**src/rtl/stopwatch_ctrl.sv**
```systemverilog
// Stopwatch control stage: button sync/debounce, IDLE/RUN/PAUSED FSM,
// 1 Hz run-gated tick and one-cycle clear pulse for the counter.
module stopwatch_ctrl #(
  parameter int CLK_FREQ     = 50_000_000,
  parameter int DEBOUNCE_CYC = 1_000_000
) (
  input  logic       clk,
  input  logic       rst,
  input  logic       btn_start_stop,
  input  logic       btn_clear,
  output logic       run,
  output logic       sec_tick,
  output logic       clear,
  output logic [1:0] state
);

  localparam int PW =
    (CLK_FREQ > 1) ? $clog2(CLK_FREQ) : 1;
  localparam int DW =
    (DEBOUNCE_CYC > 1) ? $clog2(DEBOUNCE_CYC) : 1;
  localparam logic [PW-1:0] PRE_LAST =
    PW'(CLK_FREQ - 1);
  localparam logic [DW-1:0] DEB_LAST =
    DW'(DEBOUNCE_CYC - 1);

  typedef enum logic [1:0] {
    IDLE   = 2'b00,
    RUN    = 2'b01,
    PAUSED = 2'b10
  } state_t;

  // bit 0: start/stop, bit 1: clear
  logic [1:0]    raw;
  logic [1:0]    sync1;
  logic [1:0]    sync2;
  logic [1:0]    lvl;
  logic [1:0]    lvl_q;
  logic [1:0]    press;
  logic [DW-1:0] cnt [2];

  logic ss_p;
  logic clr_p;

  state_t        state_q;
  state_t        state_d;
  logic          clear_q;
  logic          clear_d;
  logic          tick_q;
  logic          tick_d;
  logic [PW-1:0] presc_q;
  logic [PW-1:0] presc_d;

  assign raw = {btn_clear, btn_start_stop};

  always_ff @(posedge clk or posedge rst) begin
    if (rst) begin
      sync1 <= '0;
      sync2 <= '0;
      lvl   <= '0;
      lvl_q <= '0;
      for (int i = 0; i < 2; i++) begin
        cnt[i] <= '0;
      end
    end else begin
      sync1 <= raw;
      sync2 <= sync1;
      lvl_q <= lvl;
      for (int i = 0; i < 2; i++) begin
        if (sync2[i] == lvl[i]) begin
          cnt[i] <= '0;
        end else if (cnt[i] == DEB_LAST) begin
          lvl[i] <= ~lvl[i];
          cnt[i] <= '0;
        end else begin
          cnt[i] <= cnt[i] + DW'(1);
        end
      end
    end
  end

  // Only the 0->1 edge of the accepted level counts
  assign press = lvl & ~lvl_q;
  assign ss_p  = press[0];
  assign clr_p = press[1];

  always_comb begin
    state_d = state_q;
    clear_d = 1'b0;
    unique case (1'b1)
      (state_q == IDLE): begin
        if (clr_p) begin
          clear_d = 1'b1;
        end else if (ss_p) begin
          state_d = RUN;
        end
      end
      (state_q == RUN): begin
        if (ss_p) begin
          state_d = PAUSED;
        end
      end
      (state_q == PAUSED): begin
        if (clr_p) begin
          state_d = IDLE;
          clear_d = 1'b1;
        end else if (ss_p) begin
          state_d = RUN;
        end
      end
      default: begin
        state_d = IDLE;
      end
    endcase
  end

  // Prescaler holds in PAUSED so a resume keeps the partial second
  always_comb begin
    presc_d = presc_q;
    tick_d  = 1'b0;
    if (state_q == RUN) begin
      tick_d = (presc_q == PRE_LAST);
      if (tick_d) begin
        presc_d = '0;
      end else begin
        presc_d = presc_q + PW'(1);
      end
    end else if (state_q != PAUSED) begin
      presc_d = '0;
    end
  end

  always_ff @(posedge clk or posedge rst) begin
    if (rst) begin
      state_q <= IDLE;
      clear_q <= 1'b0;
      tick_q  <= 1'b0;
      presc_q <= '0;
    end else begin
      state_q <= state_d;
      clear_q <= clear_d;
      tick_q  <= tick_d;
      presc_q <= presc_d;
    end
  end

  assign run      = (state_q == RUN);
  assign sec_tick = tick_q;
  assign clear    = clear_q;
  assign state    = state_q;

endmodule
```
**config.mk**
```make
export PLATFORM = sky130hd
export DESIGN_NAME = stopwatch_ctrl
export DESIGN_NICKNAME = d
export VERILOG_FILES = /design/src/rtl/stopwatch_ctrl.sv
export SDC_FILE = /design/constraint.sdc
export NUM_CORES = 1
export LEC_CHECK = 0
export CAP_MARGIN = 20
export CORE_AREA = 3 3 84 86
export DETAILED_ROUTE_END_ITERATION = 16
export DIE_AREA = 0 0 87 89
export GPL_ROUTABILITY_DRIVEN = 0
export PLACE_DENSITY = 0.73
export SYNTH_ARGS = -nofsm -noshare
export SYNTH_HDL_FRONTEND = slang
export SYNTH_SLANG_ARGS = --single-unit
```
**constraint.sdc**
```tcl
create_clock -name clk -period 2.45 [get_ports clk]
set_input_delay 0.245 -clock clk [delete_from_list [all_inputs] [get_ports clk]]
set_output_delay 0.245 -clock clk [all_outputs]
set_load 0.005 [all_outputs]
```
==> results_tabular.tex <==
\begin{tabular}{lr}
\hline
Metric & Value \\
\hline
\multicolumn{2}{l}{\textbf{Route}} \\
\quad WL per Instance & 14.8 um \\
\quad Post-Route WL & 7120 um \\
\quad Vias after detailed routing & 2791 \\
\quad DRC violations left & 0 \\
\quad Number of search-and-repair iterations in the first detailed-routing pass & 6 \\
\quad Initial DRC Count & 184 \\
\quad Number of vias per cell & 5.80 \\
\quad Antenna violation net count after detailed routing & 0 \\
\multicolumn{2}{l}{\textbf{Floorplanning}} \\
\quad Total number of placement rows & 29 \\
\quad Initial Utilization & 60.2\% \\
\quad Area of the core region & 6350 um2 \\
\quad Total Die Area & 7740 um2 \\
\quad Number of top-level pins & 9 \\
\quad Vertical die dimension & 89 um \\
\quad Horizontal extent of the die & 87 um \\
\multicolumn{2}{l}{\textbf{Power and ir drop}} \\
\quad Power Dens Cells & 581 nW/um2 \\
\quad Worst IR drop on VDD & 388 uV \\
\quad Leakage dissipation & 0.00188 uW \\
\multicolumn{2}{l}{\textbf{CTS}} \\
\quad Hold buffer count at cts & 0 \\
\quad Number of clock sinks seen by CTS & 78 \\
\quad TritonCTS Buffers & 9 \\
\quad Clock transition at the register clock pins on the worst setup and hold paths after CTS & 0.08 ns \\
\quad CTS tree & yes \\
\quad CTS Root Buffer Type & sky130\_fd\_sc\_hd\_\_clkbuf\_8 \\
\quad Total number of H-tree levels & 3 \\
\quad Clk buf depth & 2 \\
\quad Clock latency on the worst-skew pair & 0.34 ns \\
\multicolumn{2}{l}{\textbf{GRT}} \\
\quad GRT Overall Usage & 21.0\% \\
\quad Wire length of the first global-routing pass & 12800 um \\
\quad Grt total ovfl & 0 \\
\quad Largest net degree at the start of global routing & 56 \\
\quad Number of antenna violations at the first check in global routing & 0 \\
\quad Via count of the first global-routing pass & 2773 \\
\multicolumn{2}{l}{\textbf{Placement}} \\
\quad Number of port buffers & 8 \\
\quad Placed wire-length estimate & 4790 um \\
\quad Cells after DPL & 465 \\
\quad Pre-CTS worst setup slack & 0.152 ns \\
\quad Standard cell area after detailed placement & 4010 um2 \\
\multicolumn{2}{l}{\textbf{Finish}} \\
\quad Number of cells in the finished layout apart from fillers & 481 \\
\quad Total number of nets in the final design & 406 \\
\quad Final std cell area, no fill & 4250 um2 \\
\quad Layout cell share with drive strength beyond 1 & 9.65\% \\
\quad Layout overhead on the synthesized area & 11.3\% \\
\quad Diodes inserted & 0 \\
\multicolumn{2}{l}{\textbf{Synthesis}} \\
\quad Number of enable flip-flop cells after synthesis & 0 \\
\quad Yosys warnings & 0 \\
\quad Synthesized area per cell & 9.98 um2 \\
\quad Commonest register cell after synthesis & sky130\_fd\_sc\_hd\_\_dfrtp\_1 \\
\quad Most frequent cells after synthesis & sky130\_fd\_sc\_hd\_\_dfrtp\_1, sky130\_fd\_sc\_hd\_\_nor2\_1, sky130\_fd\_sc\_hd\_\_nand3\_1 \\
\quad Top cell type by total area after synthesis & sky130\_fd\_sc\_hd\_\_dfrtp\_1 \\
\quad Register bit count reported by yosys & 78 \\
\quad Top area cells in the synthesized netlist & sky130\_fd\_sc\_hd\_\_dfrtp\_1, sky130\_fd\_sc\_hd\_\_xor2\_1, sky130\_fd\_sc\_hd\_\_nor2\_1 \\
\quad Fraction of registers with async set or reset after synthesis & 100\% \\
\quad Area share of the largest cell type after synthesis & 51.1\% \\
\quad Most numerous cell in the Yosys netlist & sky130\_fd\_sc\_hd\_\_dfrtp\_1 \\
\quad Number of nets produced by synthesis & 390 \\
\quad Area of the mapped netlist & 3820 um2 \\
\quad Sequential cell area fraction in the yosys report & 51.1\% \\
\quad Cells after synthesis & 383 \\
\quad Distinct cell type count after synthesis & 44 \\
\multicolumn{2}{l}{\textbf{Timing}} \\
\quad Highest Clock Rate & 464 MHz \\
\quad Setup-failing EPs final & 0 \\
\quad Post-Route Setup TNS & 0 ns \\
\quad Final worst path period need & 2.15 ns \\
\quad Number of hold violations in the final report & 0 \\
\quad Final worst hold slack & 0.212 ns \\
\quad Max Clock Skew & 0.00842 ns \\
\quad Final period util & 87.9\% \\
\quad Least-Margin Pin Slew & 0.698 ns \\
\quad Worst slew slack as a fraction of its limit & 53.0\% \\
\quad Number of pins with negative max-slew slack in the final report & 0 \\
\quad Setup repair after global routing missed its margin & false \\
\quad Fin worst setup slack & 0.296 ns \\
\multicolumn{2}{l}{\textbf{Worst setup path}} \\
\quad Cell type of the slowest stage on the worst timing path & sky130\_fd\_sc\_hd\_\_or4\_4 \\
\quad Crit path DAT & 2.38 ns \\
\quad Data required time at the worst endpoint & 2.68 ns \\
\quad Worst-path maximum fanout & 24 \\
\quad Kind of critical path & reg2reg \\
\quad Critical path endpoint category & register \\
\quad Kind of start point of the critical path & register \\
\quad Register-to-register path setup slack & 0.30 ns \\
\quad Buffers plus inverters on the worst setup path & 1 \\
\quad Reg2Reg Depth & 5 \\
\quad Cell-by-cell listing of the critical path & or4\_4 > nor4\_4 > a21oi\_4 > buf\_4 > mux2\_2 \\
\quad Crit path max-delay family & simple AND/OR/NAND/NOR gates \\
\quad Capturing point of the worst reg2reg path & presc\_q[0] \\
\quad Reg-to-Reg Start & presc\_q[7] \\
\quad Slowest Stage Delay on Critical Path & 0.56 ns \\
\multicolumn{2}{l}{\textbf{Job}} \\
\quad Maximum capacitance violations & 0 \\
\multicolumn{2}{l}{\textbf{Min path}} \\
\quad Type of the tightest min-delay check & in2async \\
\multicolumn{2}{l}{\textbf{Run status}} \\
\quad Status & completed \\
\hline
\end{tabular}
[cells in the final DEF, fill, tap and decap left out, types with 3 or more instances in the layout]
| master | count |
|---|---|
| sky130_fd_sc_hd__clkbuf_8 | 12 |
| sky130_fd_sc_hd__dfrtp_1 | 78 |
| sky130_fd_sc_hd__nor3_1 | 4 |
| sky130_fd_sc_hd__nand3_1 | 33 |
| sky130_fd_sc_hd__ha_1 | 3 |
| sky130_fd_sc_hd__a21oi_1 | 12 |
| sky130_fd_sc_hd__nand2b_1 | 5 |
| sky130_fd_sc_hd__mux2i_1 | 5 |
| sky130_fd_sc_hd__a31oi_1 | 9 |
| sky130_fd_sc_hd__xor2_1 | 27 |
| sky130_fd_sc_hd__and4_1 | 5 |
| sky130_fd_sc_hd__o21ai_0 | 8 |
| sky130_fd_sc_hd__buf_4 | 7 |
| sky130_fd_sc_hd__and3_1 | 11 |
| sky130_fd_sc_hd__inv_1 | 8 |
| sky130_fd_sc_hd__or2_2 | 3 |
| sky130_fd_sc_hd__nor4_1 | 8 |
| sky130_fd_sc_hd__mux2_2 | 3 |
| sky130_fd_sc_hd__clkdlybuf4s50_1 | 8 |
| sky130_fd_sc_hd__xnor2_1 | 16 |
| sky130_fd_sc_hd__nand4_1 | 16 |
| sky130_fd_sc_hd__and2_1 | 4 |
| sky130_fd_sc_hd__nand2_1 | 29 |
| sky130_fd_sc_hd__nor2_1 | 53 |
| sky130_fd_sc_hd__a21o_1 | 3 |
| sky130_fd_sc_hd__a22o_1 | 6 |
[power breakdown]
part | switching [uW] | internal (uW) | leakage, uW
sequential | 9.96 | 1300 | 0.00108
combinational | 41.4 | 17.3 | 0.000680
clock | 447 | 657 | 0.000120
[area by class of cell]
cell class	count	area (um2)
fill	500	2100
timing repair buffer	16	153
sequential	78	1950
multi-input combinational	285	1780
tap	77	96.3
clock inverter	3	65.1
inverter	9	35.0
clock buffer	13	169
[registers in the layout, summed over array words and instances (netlist names)]
signal / flops
sync2: 2
state: 2
cnt: 40
clear: 1
presc_q: 26
sync1: 2
lvl: 2
sec_tick: 1
lvl_q: 2
[worst register-to-register path, delay by kind of cell, from the launching register on]
family          cells  cell delay [ns]
flops               1             0.44
compound gates      1             0.21
simple gates        2             0.90
mux                 1             0.26
buf+inv             1             0.24
[worst max-delay path by stage]
stage,from,to,slack (ns),cells past startpoint
after CTS,presc_q[0],presc_q[15],0.11,6
final,presc_q[7],presc_q[0],0.30,5
after global routing,presc_q[7],presc_q[14],0.19,6
after global placement,presc_q[0],presc_q[15],0.21,6
after detailed placement,presc_q[0],presc_q[15],0.15,6
after floorplan,rst,clear,0.21,1
[metal layers]
layer  part of all wire [%]  up-vias  global-route usage (%)  wire [um]
met5                      0        -                       0          0
met2                     48       54                    32.2       3410
met1                     48     1340                    28.5       3390
met4                    1.7        0                    9.92        124
met3                    2.7       15                    4.70        190
li1                       -     1382                       -          -
[logic make-up (layout without fill, tap and decap cells)]
| logic type | after synthesis | in the layout | synth area share, % |
|---|---|---|---|
| buffers and inverters | 20 | 41 | 2.45 |
| multiplexers | 8 | 8 | 2.19 |
| AO/OA/AOI/OAI | 43 | 43 | 7.30 |
| adder cells (fa/ha/maj) | 3 | 3 | 0.982 |
| AND/OR/NAND/NOR | 188 | 188 | 26.2 |
| XOR/XNOR | 43 | 43 | 9.85 |
| flip-flops | 78 | 78 | 51.1 |
[stage by stage]
step                utilization [%]  power [uW]
floorplan                         -        1370
global placement               63.2        1390
detailed placement             63.2        1400
CTS                            66.9        2500
global route                   67.0        2570
finish                         67.0        2470
[timing repair]
item,4_1_cts,5_1_grt
setup endpoints to repair,0,9
setup buffers,0,0
resized for setup,0,1
No activity file was read; power rests on OpenSTA's default activity.
